`src/rtl/req_grant_arbiter.sv`:
```
// Round-robin request/grant arbiter with a bounded hold time per grant.
// At most one requester holds the shared resource. A grant is revoked when
// its request drops, or after MAX_HOLD consecutive cycles. In the second
// case a one-cycle timeout pulse is raised and an extra release cycle is
// inserted before the next grant.
module req_grant_arbiter #(
    parameter int NUM_REQ  = 4,
    parameter int MAX_HOLD = 8
) (
    input  logic                       clk,
    input  logic                       reset,
    input  logic [NUM_REQ-1:0]         request,
    output logic [NUM_REQ-1:0]         grant,
    output logic                       grant_valid,
    output logic [$clog2(NUM_REQ)-1:0] grant_id,
    output logic                       timeout
);

    localparam int IW = $clog2(NUM_REQ);

    typedef enum logic [1:0] {
        IDLE    = 2'd0,
        GRANT   = 2'd1,
        RELEASE = 2'd2
    } state_t;

    state_t               state_q, state_d;
    logic [NUM_REQ-1:0]   gnt_q, gnt_d;
    logic [IW-1:0]        gid_q, gid_d;
    logic [IW-1:0]        ptr_q, ptr_d;
    logic [7:0]           hold_q, hold_d;
    logic                 timeout_q, timeout_d;

    logic [2*NUM_REQ-1:0] req_rot;
    logic [IW:0]          pick_sum;
    logic [IW-1:0]        pick_idx;
    logic                 pick_found;
    logic [IW-1:0]        next_ptr;

    // Round-robin pick: rotate requests so ptr sits at bit 0; the lowest set bit wins.
    always_comb begin
        req_rot    = {request, request} >> ptr_q;
        pick_found = 1'b0;
        pick_idx   = '0;
        pick_sum   = '0;
        for (int i = NUM_REQ - 1; i >= 0; i--) begin
            if (req_rot[i]) begin
                pick_sum = {1'b0, ptr_q} + (IW+1)'(i);
                if (pick_sum >= (IW+1)'(NUM_REQ)) begin
                    pick_sum = pick_sum - (IW+1)'(NUM_REQ);
                end
                pick_idx   = pick_sum[IW-1:0];
                pick_found = 1'b1;
            end
        end
    end

    // Pointer advances to the requester just after the one being released.
    always_comb begin
        if (gid_q == IW'(NUM_REQ - 1)) begin
            next_ptr = '0;
        end else begin
            next_ptr = gid_q + 1'b1;
        end
    end

    // Next-state logic: grant on request, revoke on drop (takes priority) or hold expiry.
    always_comb begin
        state_d   = state_q;
        gnt_d     = gnt_q;
        gid_d     = gid_q;
        ptr_d     = ptr_q;
        hold_d    = hold_q;
        timeout_d = 1'b0;
        unique case (state_q)
            IDLE: begin
                if (pick_found) begin
                    gnt_d   = {{(NUM_REQ-1){1'b0}}, 1'b1} << pick_idx;
                    gid_d   = pick_idx;
                    hold_d  = 8'd1;
                    state_d = GRANT;
                end
            end
            GRANT: begin
                if (!request[gid_q]) begin
                    gnt_d   = '0;
                    gid_d   = '0;
                    hold_d  = '0;
                    ptr_d   = next_ptr;
                    state_d = IDLE;
                end else if (hold_q == 8'(MAX_HOLD)) begin
                    gnt_d     = '0;
                    gid_d     = '0;
                    hold_d    = '0;
                    ptr_d     = next_ptr;
                    timeout_d = 1'b1;
                    state_d   = RELEASE;
                end else begin
                    hold_d = hold_q + 8'd1;
                end
            end
            RELEASE: begin
                state_d = IDLE;
            end
            default: begin
                gnt_d   = '0;
                gid_d   = '0;
                hold_d  = '0;
                state_d = IDLE;
            end
        endcase
    end

    // State register; reset drops the grant immediately and rewinds the pointer.
    always_ff @(posedge clk or posedge reset) begin
        if (reset) begin
            state_q   <= IDLE;
            gnt_q     <= '0;
            gid_q     <= '0;
            ptr_q     <= '0;
            hold_q    <= '0;
            timeout_q <= 1'b0;
        end else begin
            state_q   <= state_d;
            gnt_q     <= gnt_d;
            gid_q     <= gid_d;
            ptr_q     <= ptr_d;
            hold_q    <= hold_d;
            timeout_q <= timeout_d;
        end
    end

    // Masking with the live request lets a dropped request lose its grant in the same cycle.
    always_comb begin
        grant       = gnt_q & request;
        grant_valid = |grant;
        grant_id    = gid_q;
        timeout     = timeout_q;
    end

    // Grant must stay one-hot and must never appear without its request.
    always @(posedge clk) begin
        if (!reset && state_q == GRANT) begin
            CHK_GNT_ONEHOT: assert ($onehot0(grant));
            CHK_GNT_HAS_REQ: assert ((grant & ~request) == '0);
        end
    end

endmodule

```
`config.mk`:
```
export PLATFORM = sky130hd
export DESIGN_NAME = req_grant_arbiter
export DESIGN_NICKNAME = d
export VERILOG_FILES = /design/src/rtl/req_grant_arbiter.sv
export SDC_FILE = /design/constraint.sdc
export NUM_CORES = 1
export LEC_CHECK = 0
export CORE_MARGIN = 3
export CORE_UTILIZATION = 54
export DETAILED_ROUTE_END_ITERATION = 10
export PLACE_DENSITY_LB_ADDON = 0.1
export SLEW_MARGIN = 20
export SYNTH_ARGS = -nofsm -noshare
export SYNTH_HDL_FRONTEND = slang
export SYNTH_SLANG_ARGS = --single-unit
```
`constraint.sdc`:
```
create_clock -name clk -period 2 [get_ports clk]
set_input_delay 0.4 -clock clk [delete_from_list [all_inputs] [get_ports clk]]
set_output_delay 0.4 -clock clk [all_outputs]
set_load 0.005 [all_outputs]
```
* Word-level counts from Yosys, hierarchy flattened
Index checks and enable logic that the tools add are counted.
Word-level totals: output and inout port bits 8, logic and storage cells 73, register bits 19
Operators by class: reductions and logical operators 6, $lt $le $gt $ge 5, add/sub/neg operators 9, muxes and demuxes 36, eq/ne operators 7, bitwise logic cells 2, shifts and indexed selects 2
Operators with widths (count):
- 2-bit two-way mux | 17
- 8-bit two-way mux | 3
- 8-bit one-hot mux with 3 select lines | 1
- 4-bit two-way mux | 3
- 4-bit one-hot mux with 3 select lines | 1
- 3-bit greater-or-equal comparator (second input constant) | 3
- 8-bit by 1-bit adder with 8-bit output (second input constant) | 1
- 8-bit by 4-bit equality test with 1-bit output (second input constant) | 1
- 1-bit two-way mux | 8
- 8-bit by 2-bit >> shifter with 4-bit output | 1
- 2-bit by 1-bit subtractor with 2-bit output (second input constant) | 4
- 2-bit by 2-bit adder with 3-bit output (second input constant) | 2
- 2-bit one-hot mux with 3 select lines | 1
- 2-bit AND reduction | 3
- 4-bit bitwise AND | 1
- 2-bit equality test (second input constant) | 2
- 2-bit one-hot mux with 2 select lines | 1
- 4-bit OR reduction | 1
- 1-bit by 2-bit left shift with 4-bit output (first input constant) | 1
- 2-bit by 1-bit adder with 3-bit output (second input constant) | 1
- 2-bit by 3-bit greater-or-equal comparator with 1-bit output (second input constant) | 1
- 2-bit by 3-bit less-than comparator with 1-bit output (second input constant) | 1
- 3-bit inequality test (second input constant) | 1
- 3-bit AND reduction | 1
- 7 further kinds | 7

* Depth between registers and ports, before layout
Gate-level depths: netlist of the first run.
depth in word-level cells 10, gate-level depth with buffers 5, gate-level depth less buffers 5

* Least setup slack after synthesis of the first run
OpenSTA, ideal clock, no wires.
path kind reg2reg, from register gid_q[0] (netlist: grant_id[0]), to register hold_q[5], setup time 118 ps, data required time 1882 ps, stages on the path, launching flop included 5, clock period less this slack 1603 ps, slack 397 ps, path buffers 0, arrival time 1485 ps, cells stage by stage dfrtp_1 -> mux4_2 -> and2_4 -> a31o_1 -> a21o_1
On the way: longest elaborated chain between the ends 4
Ends and longest elaborated chain:
- start: declaration | line 29 | logic [IW-1:0] gid_q, gid_d;
- start signal: assignment | line 126 | gid_q <= gid_d;
- 1-bit binary-select mux with 2-bit select | line 85 | if (!request[gid_q]) begin
- 1-bit two-way mux (implied by the code) | line 85
- 8-bit two-way mux | line 85
- 8-bit one-hot mux with 3 select lines | line 75 | unique case (state_q)
- end signal: assignment | line 128 | hold_q <= hold_d;
- end: declaration | line 31 | logic [7:0] hold_q, hold_d;
Every way passes these cells. The select of a mux whose other input is x is not followed. A chain may end at the register's enable or synchronous reset.

* Worst setup path after layout of the first run
from input port request[1], to output port grant_valid
On the way: longest elaborated chain between the ends 2
Ends and longest elaborated chain:
- start: declaration | line 12 | input logic [NUM_REQ-1:0] request,
- 4-bit bitwise AND | line 135 | grant = gnt_q & request;
- 4-bit OR reduction | line 136 | grant_valid = |grant;
- end: declaration | line 14 | output logic grant_valid,
Every way passes these cells.

==> summary.log, run 1 <==
[run_status] outcome finished, final reports clean
[clock_network] H-tree depth 1
[floorplan] Die Area 2650 um2
[placed_design] final RePlAce weighted congestion 0.809
[global_routing] global-route wire length before repair 4530 um
[floorplan] io pins 14
[sta] final critical delay including setup and external delays 1.97 ns
[yosys] cells after synthesis 106
[yosys] area of the mapped netlist 1120 um2
[critical_path] startpoint type of the worst setup path input port
[floorplan] die boundary height 51.5 um
[yosys] number of flops mapped to enable cells by yosys 0
[sta] Setup TNS Final 0 ns
[yosys] number of library cell types mapped by synthesis 43
[finish] area of all placed cells without fillers 1360 um2
[yosys] Primary FF master, synth sky130_fd_sc_hd__dfrtp_1
[finish] most common cell after layout, fill and taps aside sky130_fd_sc_hd__dfrtp_1
[yosys] synthesized area per cell 10.5 um2
[critical_path] reg2reg end grant_id[0]
[sta] final period utilization 98.4%
[route] vias per inst 6.31
[pwr] cell leakage power 0.000634 uW
[finish] fraction of layout instances using a drive strength above 1 19.1%
[critical_path] CP Capture Type output port
[sta] final setup violation count 0
[sta] maximum frequency from static timing analysis 508 MHz
[sta] max-slew violation total from the final report 0
[run] max-capacitance violation count 0
[clock_network] number of buffers added by the clock tree synthesis step 3
[yosys] share of the yosys chip area belonging to registers 42.6%
[route] number of routed nets with antenna violations 0
[clock_network] clock latency on the worst-skew pair 0.31 ns
[clock_network] clock transition at the register clock pins on the worst setup and hold paths after CTS 0.11 ns
[global_routing] pin count of the biggest net entering global routing 18
[min_path] worst hold path type in -> async
[global_routing] via count of the first global-routing pass 962
[global_routing] number of antenna violations at the first check in global routing 0
[pwr] maximum ir drop on the vdd rail 814 uV
[finish] fillers 148
[yosys] synthesized net count 115
[clock_network] post-CTS setup repair buffer count 0
[route] DRC Markers 0
[placed_design] standard cell area after detailed placement 1340 um2
[critical_path] critical path class in -> out
[global_routing] combined global-route utilization of all metal layers 23.2%
[clock_network] clock tree buffer depth 2
[route] Routed wire per std cell 16.4 um
[critical_path] Critical Path AT 1.57 ns
[finish] number of antenna diodes 0
[finish] commonest non-fill, non-tap cells in the layout sky130_fd_sc_hd__dfrtp_1 (19), sky130_fd_sc_hd__nor2_1 (9), sky130_fd_sc_hd__buf_4 (9)
[floorplan] cell row count 15
[critical_path] minimum setup slack among reg-to-reg paths 0.23 ns
[placed_design] number of buffer cells added on primary ports 13
[clock_network] TritonCTS clock tree yes
[route] First DRT Iteration DRCs 52
[critical_path] depth of the worst register-to-register path 4
[critical_path] RR Startpoint hold_q[4]
[floorplan] x dimension of the die 51.5 um
[global_routing] global route total overflow 0
[finish] Nets 141
[yosys] number of synthesis warnings 0
[yosys] proportion of synthesized flip-flops having asynchronous set or reset 100%
[sta] setup repair after global routing missed its margin false
[placed_design] Detailed Place HPWL 1910 um
[floorplan] area of the placeable core 1840 um2
[clock_network] clk sinks 19
[critical_path] required time at the endpoint of the critical path 1.60 ns
[sta] worst max-slew margin expressed relative to the limit 73.2%
[floorplan] initial core utilization 60.7%
[pwr] post-layout power 1480 uW
[route] total via count in the routed design 985
[sta] final hold violation count 0
[yosys] register bit count reported by yosys 19
[route] Detailed Routing Iterations Pass 1 4
[route] Post-Route WL 2560 um
[sta] clock skew 0.00310 ns
[finish] relative area change from synthesis to final layout 21.9%
[critical_path] biggest fanout along the worst timing path 2
[clock_network] root buffer cell sky130_fd_sc_hd__clkbuf_4
[sta] Tightest Pin Transition 0.402 ns
[pwr] power density over the cells 1090 nW/um2
## worst max-delay path, stage by stage
cell and delay, ns:
sky130_fd_sc_hd__clkdlybuf4s50_1 0.43, sky130_fd_sc_hd__and2_1 0.19, sky130_fd_sc_hd__or4_1 0.40, sky130_fd_sc_hd__buf_2 0.14
## power by group
part	internal, uW	leakage, uW	total [uW]	switching [uW]
clock	78.0	0.0000150	203	125
sequential	483	0.000251	593	110
combinational	370	0.000368	684	313
## cells by family after synthesis
logic type      after synthesis  share of synthesized area, %
xor+xnor                      1                         0.784
fa+ha+maj                     3                          3.36
simple gates                 43                          25.1
flops                        19                          42.6
buf+inv                       7                          2.46
mux                           5                          6.49
compound gates               28                          19.3
## synth_stat cells, types with 2 or more instances
library cell / n / area, um2
sky130_fd_sc_hd__inv_1: 6 / 22.5
sky130_fd_sc_hd__nor2b_1: 2 / 12.5
sky130_fd_sc_hd__nand2_1: 4 / 15.0
sky130_fd_sc_hd__or3_1: 4 / 25.0
sky130_fd_sc_hd__nand3_1: 4 / 20.0
sky130_fd_sc_hd__mux2i_1: 2 / 20.0
sky130_fd_sc_hd__and2_1: 4 / 25.0
sky130_fd_sc_hd__and3_1: 2 / 12.5
sky130_fd_sc_hd__dfrtp_1: 19 / 475
sky130_fd_sc_hd__mux2_4: 2 / 30.0
sky130_fd_sc_hd__ha_1: 3 / 37.5
sky130_fd_sc_hd__a22o_1: 4 / 35.0
sky130_fd_sc_hd__o32ai_1: 3 / 26.3
sky130_fd_sc_hd__a21oi_1: 5 / 25.0
sky130_fd_sc_hd__nor2_1: 9 / 33.8
sky130_fd_sc_hd__a32o_1: 3 / 30.0
sky130_fd_sc_hd__nor3_1: 2 / 10.0
sky130_fd_sc_hd__o31ai_1: 3 / 22.5
## stage by stage
stage / util (%) / cells / setup slack, ns / hold WS [ns]
floorplan: - / 106 / 0.397 / 0.351
global placement: 72.9 / 152 / -0.441 / 0.483
detailed placement: 72.9 / 152 / -0.478 / 0.482
CTS: 74.1 / 156 / 0.0485 / 0.229
global route: 74.1 / 156 / 0.0233 / 0.231
finish: 74.1 / 156 / 0.0323 / 0.231
## timing repair
action | in CTS | in global routing
hold buffers | 0 | 0
gates resized for setup | 10 | 0
endpoints found under the setup margin | 3 | 0
## flip-flops by register name (all words and copies together), names as in the netlist
register	count
gnt_q	4
grant_id	2
hold_q	8
ptr_q	2
timeout	1
state_q	2
## worst max-delay path by stage
stage | from | endpoint | cells past startpoint | slack (ns)
floorplan | grant_id[0] | hold_q[5] | 4 | 0.40
global placement | request[0] | grant_valid | 4 | -0.44
detailed placement | request[0] | grant_valid | 4 | -0.48
CTS | request[1] | grant_valid | 4 | 0.05
global route | request[1] | grant_valid | 4 | 0.02
finish | request[1] | grant_valid | 4 | 0.03
## final cells by class
class                   instances  area, um2  share of cell area (%)
multi-input cells              80        619                    45.5
flip-flops and latches         19        475                    34.9
repair buffers                 22        188                    13.8
inverters                       6       22.5                    1.65
clock buffers                   4       26.3                    1.93
well taps                      25       31.3                    2.30
## layer usage
| layer | track usage, % | vias up | part of all wire (%) |
|---|---|---|---|
| met2 | 36.0 | 34 | 47 |
| met3 | 5.25 | 4 | 5.3 |
| li1 | - | 455 | - |
| met1 | 31.4 | 492 | 46 |
| met4 | 8.30 | 0 | 1.2 |
| met5 | 0 | - | 0 |
Note: power is estimated with default switching activity, not from simulation.
==> run 2, diff against run 1 <==
--- a/config.mk
+++ b/config.mk
@@ -5,6 +5,7 @@
 export SDC_FILE = /design/constraint.sdc
 export NUM_CORES = 1
 export LEC_CHECK = 0
+export CORE_ASPECT_RATIO = 1.2
 export CORE_MARGIN = 3
 export CORE_UTILIZATION = 54
 export DETAILED_ROUTE_END_ITERATION = 10
==> summary.log, run 2 (same netlist as run 1, synthesis figures left out) <==
[critical_path] dominant delay contributor by cell family on the critical path buffers and inverters
[route] amount of wire on met3 after detailed routing 71 um
[sta] final hold violation count 0
[route] DRC Markers 0
[placed_design] number of cells in the design after placement 147
[placed_design] Post-Place Setup Slack -0.374 ns
[critical_path] required time at the endpoint of the critical path 1.60 ns
[run] max-capacitance violation count 0
[pwr] power density over the cells 1080 nW/um2
[critical_path] buffer and inverter count on the worst path 2
[global_routing] combined global-route utilization of all metal layers 22.2%
[run_status] outcome finished, final reports clean
[floorplan] io pins 14
[finish] Biggest register hold_q
[route] max layer used met4
[critical_path] critical path class in -> out
[sta] Tightest Pin Transition 0.439 ns
[sta] maximum frequency from static timing analysis 524 MHz
[clock_network] H-tree depth 1
[route] Metal-1 WL 1020 um
[global_routing] via count of the first global-routing pass 989
[route] Post-Route WL 2540 um
[min_path] worst hold path type in -> async
[placed_design] final RePlAce weighted congestion 0.841
[critical_path] master of the slowest instance on the critical path sky130_fd_sc_hd__clkdlybuf4s50_1
[sta] final period utilization 95.5%
[global_routing] number of antenna violations at the first check in global routing 0
[finish] relative area change from synthesis to final layout 21.8%
[floorplan] area of the placeable core 1890 um2
[route] total via count in the routed design 975
[critical_path] Crit path top cell by count sky130_fd_sc_hd__clkdlybuf4s50_1
[clock_network] root buffer cell sky130_fd_sc_hd__clkbuf_4
[floorplan] x dimension of the die 47.5 um
[route] vias per inst 6.46
[global_routing] global route total overflow 0
[placed_design] number of buffer cells added on primary ports 13
[sta] max-slew violation total from the final report 0
[critical_path] ordered list of cells on the worst path clkdlybuf4s50_1, and2_1, clkdlybuf4s50_1
[critical_path] depth of the worst register-to-register path 4
[finish] Final Non-Filler Cells 151
[finish] Reg area 475 um2
[critical_path] startpoint type of the worst setup path input port
[sta] final critical delay including setup and external delays 1.91 ns
[sta] worst max-slew margin expressed relative to the limit 70.7%
[clock_network] clock transition at the register clock pins on the worst setup and hold paths after CTS 0.10 ns
[finish] fraction of layout instances using a drive strength above 1 18.9%
[finish] most common cell after layout, fill and taps aside sky130_fd_sc_hd__dfrtp_1
[pwr] maximum ir drop on the vdd rail 538 uV
[finish] number of antenna diodes 0
[critical_path] total number of cells along the worst setup path 3
[finish] commonest non-fill, non-tap cells in the layout sky130_fd_sc_hd__dfrtp_1 (19), sky130_fd_sc_hd__buf_4 (10), sky130_fd_sc_hd__nor2_1 (9), sky130_fd_sc_hd__clkdlybuf4s50_1 (9), sky130_fd_sc_hd__inv_1 (6)
[critical_path] Critical Path AT 1.51 ns
[sta] final critical-path setup slack 0.0909 ns
[sta] setup repair after global routing missed its margin false
[critical_path] biggest fanout along the worst timing path 2
[clock_network] clock latency on the worst-skew pair 0.31 ns
[route] Routed wire per std cell 16.8 um
[critical_path] CP Capture Type output port
[route] met2 wire len 1380 um
[global_routing] global-route wire length before repair 4230 um
[floorplan] die boundary height 55.8 um
[finish] area of the multi-input gates 617 um2
[sta] final setup violation count 0
[global_routing] pin count of the biggest net entering global routing 20
[critical_path] worst stage delay on the critical path 0.50 ns
[clock_network] post-CTS setup repair buffer count 0
[clock_network] number of buffers added by the clock tree synthesis step 3
[finish] Largest register FFs 8
[placed_design] Detailed Place HPWL 1930 um
[sta] Setup TNS Final 0 ns
[pwr] cell leakage power 0.000635 uW
[finish] Nets 142
[finish] Layout Utilization 71.9%
[floorplan] Die Area 2650 um2
[clock_network] TritonCTS clock tree yes
[clock_network] clk sinks 19
[finish] largest registers hold_q x8, gnt_q x4
[floorplan] cell row count 17
[route] Detailed Routing Iterations Pass 1 4
[clock_network] clock tree buffer depth 2
[route] number of routed nets with antenna violations 0
[finish] fillers 154
[sta] clock skew 0.00306 ns
[floorplan] initial core utilization 59.0%
[route] First DRT Iteration DRCs 26
-- run 2: cell count changes in the layout (fill, tap and decap cells not counted) --
cell                              delta
sky130_fd_sc_hd__and2_1              +1
sky130_fd_sc_hd__and2_4              -1
sky130_fd_sc_hd__buf_4               +1
sky130_fd_sc_hd__clkdlybuf4s50_1     +1
sky130_fd_sc_hd__dlygate4sd2_1       -1
-- run 2: timing repair --
item,in CTS,in global routing
endpoints found under the hold margin,0,0
hold buffers,0,0
setup endpoints to repair,3,1
gates resized for setup,7,1
-- run 2: layout make-up --
cell class	instances	area share, %
tap	19	1.75
inverter	6	1.65
clock buffer	4	1.93
multi-input combinational	80	45.3
timing repair buffer	23	14.4
sequential	19	34.9
-- run 2: per-stage QoR --
stage / cell area (um2) / hold slack (ns) / power, uW
floorplan: 1120 / 0.351 / 1020
global placement: 1340 / 0.470 / 1260
detailed placement: 1340 / 0.481 / 1280
CTS: 1370 / 0.405 / 1480
global route: 1360 / 0.423 / 1580
finish: 1360 / 0.397 / 1460
-- run 2: final timing paths --
path	startpoint	end	slack [ns]
max	request[1]	grant[1]	0.09
max in group asynchronous	reset	hold_q[1]	1.40
min reg2reg	gnt_q[1]	gnt_q[1]	0.50
max reg2reg	hold_q[4]	grant_id[0]	0.23
min in group clk	gnt_q[1]	gnt_q[1]	0.50
min	reset	gnt_q[1]	0.40
-- run 2: metal layers --
layer	up-vias	track usage, %
met2	27	39.8
met5	-	0
met4	0	9.49
met1	484	23.8
met3	7	2.91
li1	457	-
-- run 2: where the power goes --
group / internal [uW] / total [uW] / switching [uW]
clock: 78.1 / 201 / 122
combinational: 363 / 665 / 302
sequential: 483 / 598 / 114
-- run 2: worst register-to-register path, stage by stage (launching register included) --
cell and delay, ns:
sky130_fd_sc_hd__dfrtp_1 0.49, sky130_fd_sc_hd__nor4_4 0.39, sky130_fd_sc_hd__and4b_1 0.37, sky130_fd_sc_hd__o21ai_1 0.16, sky130_fd_sc_hd__a22o_1 0.26
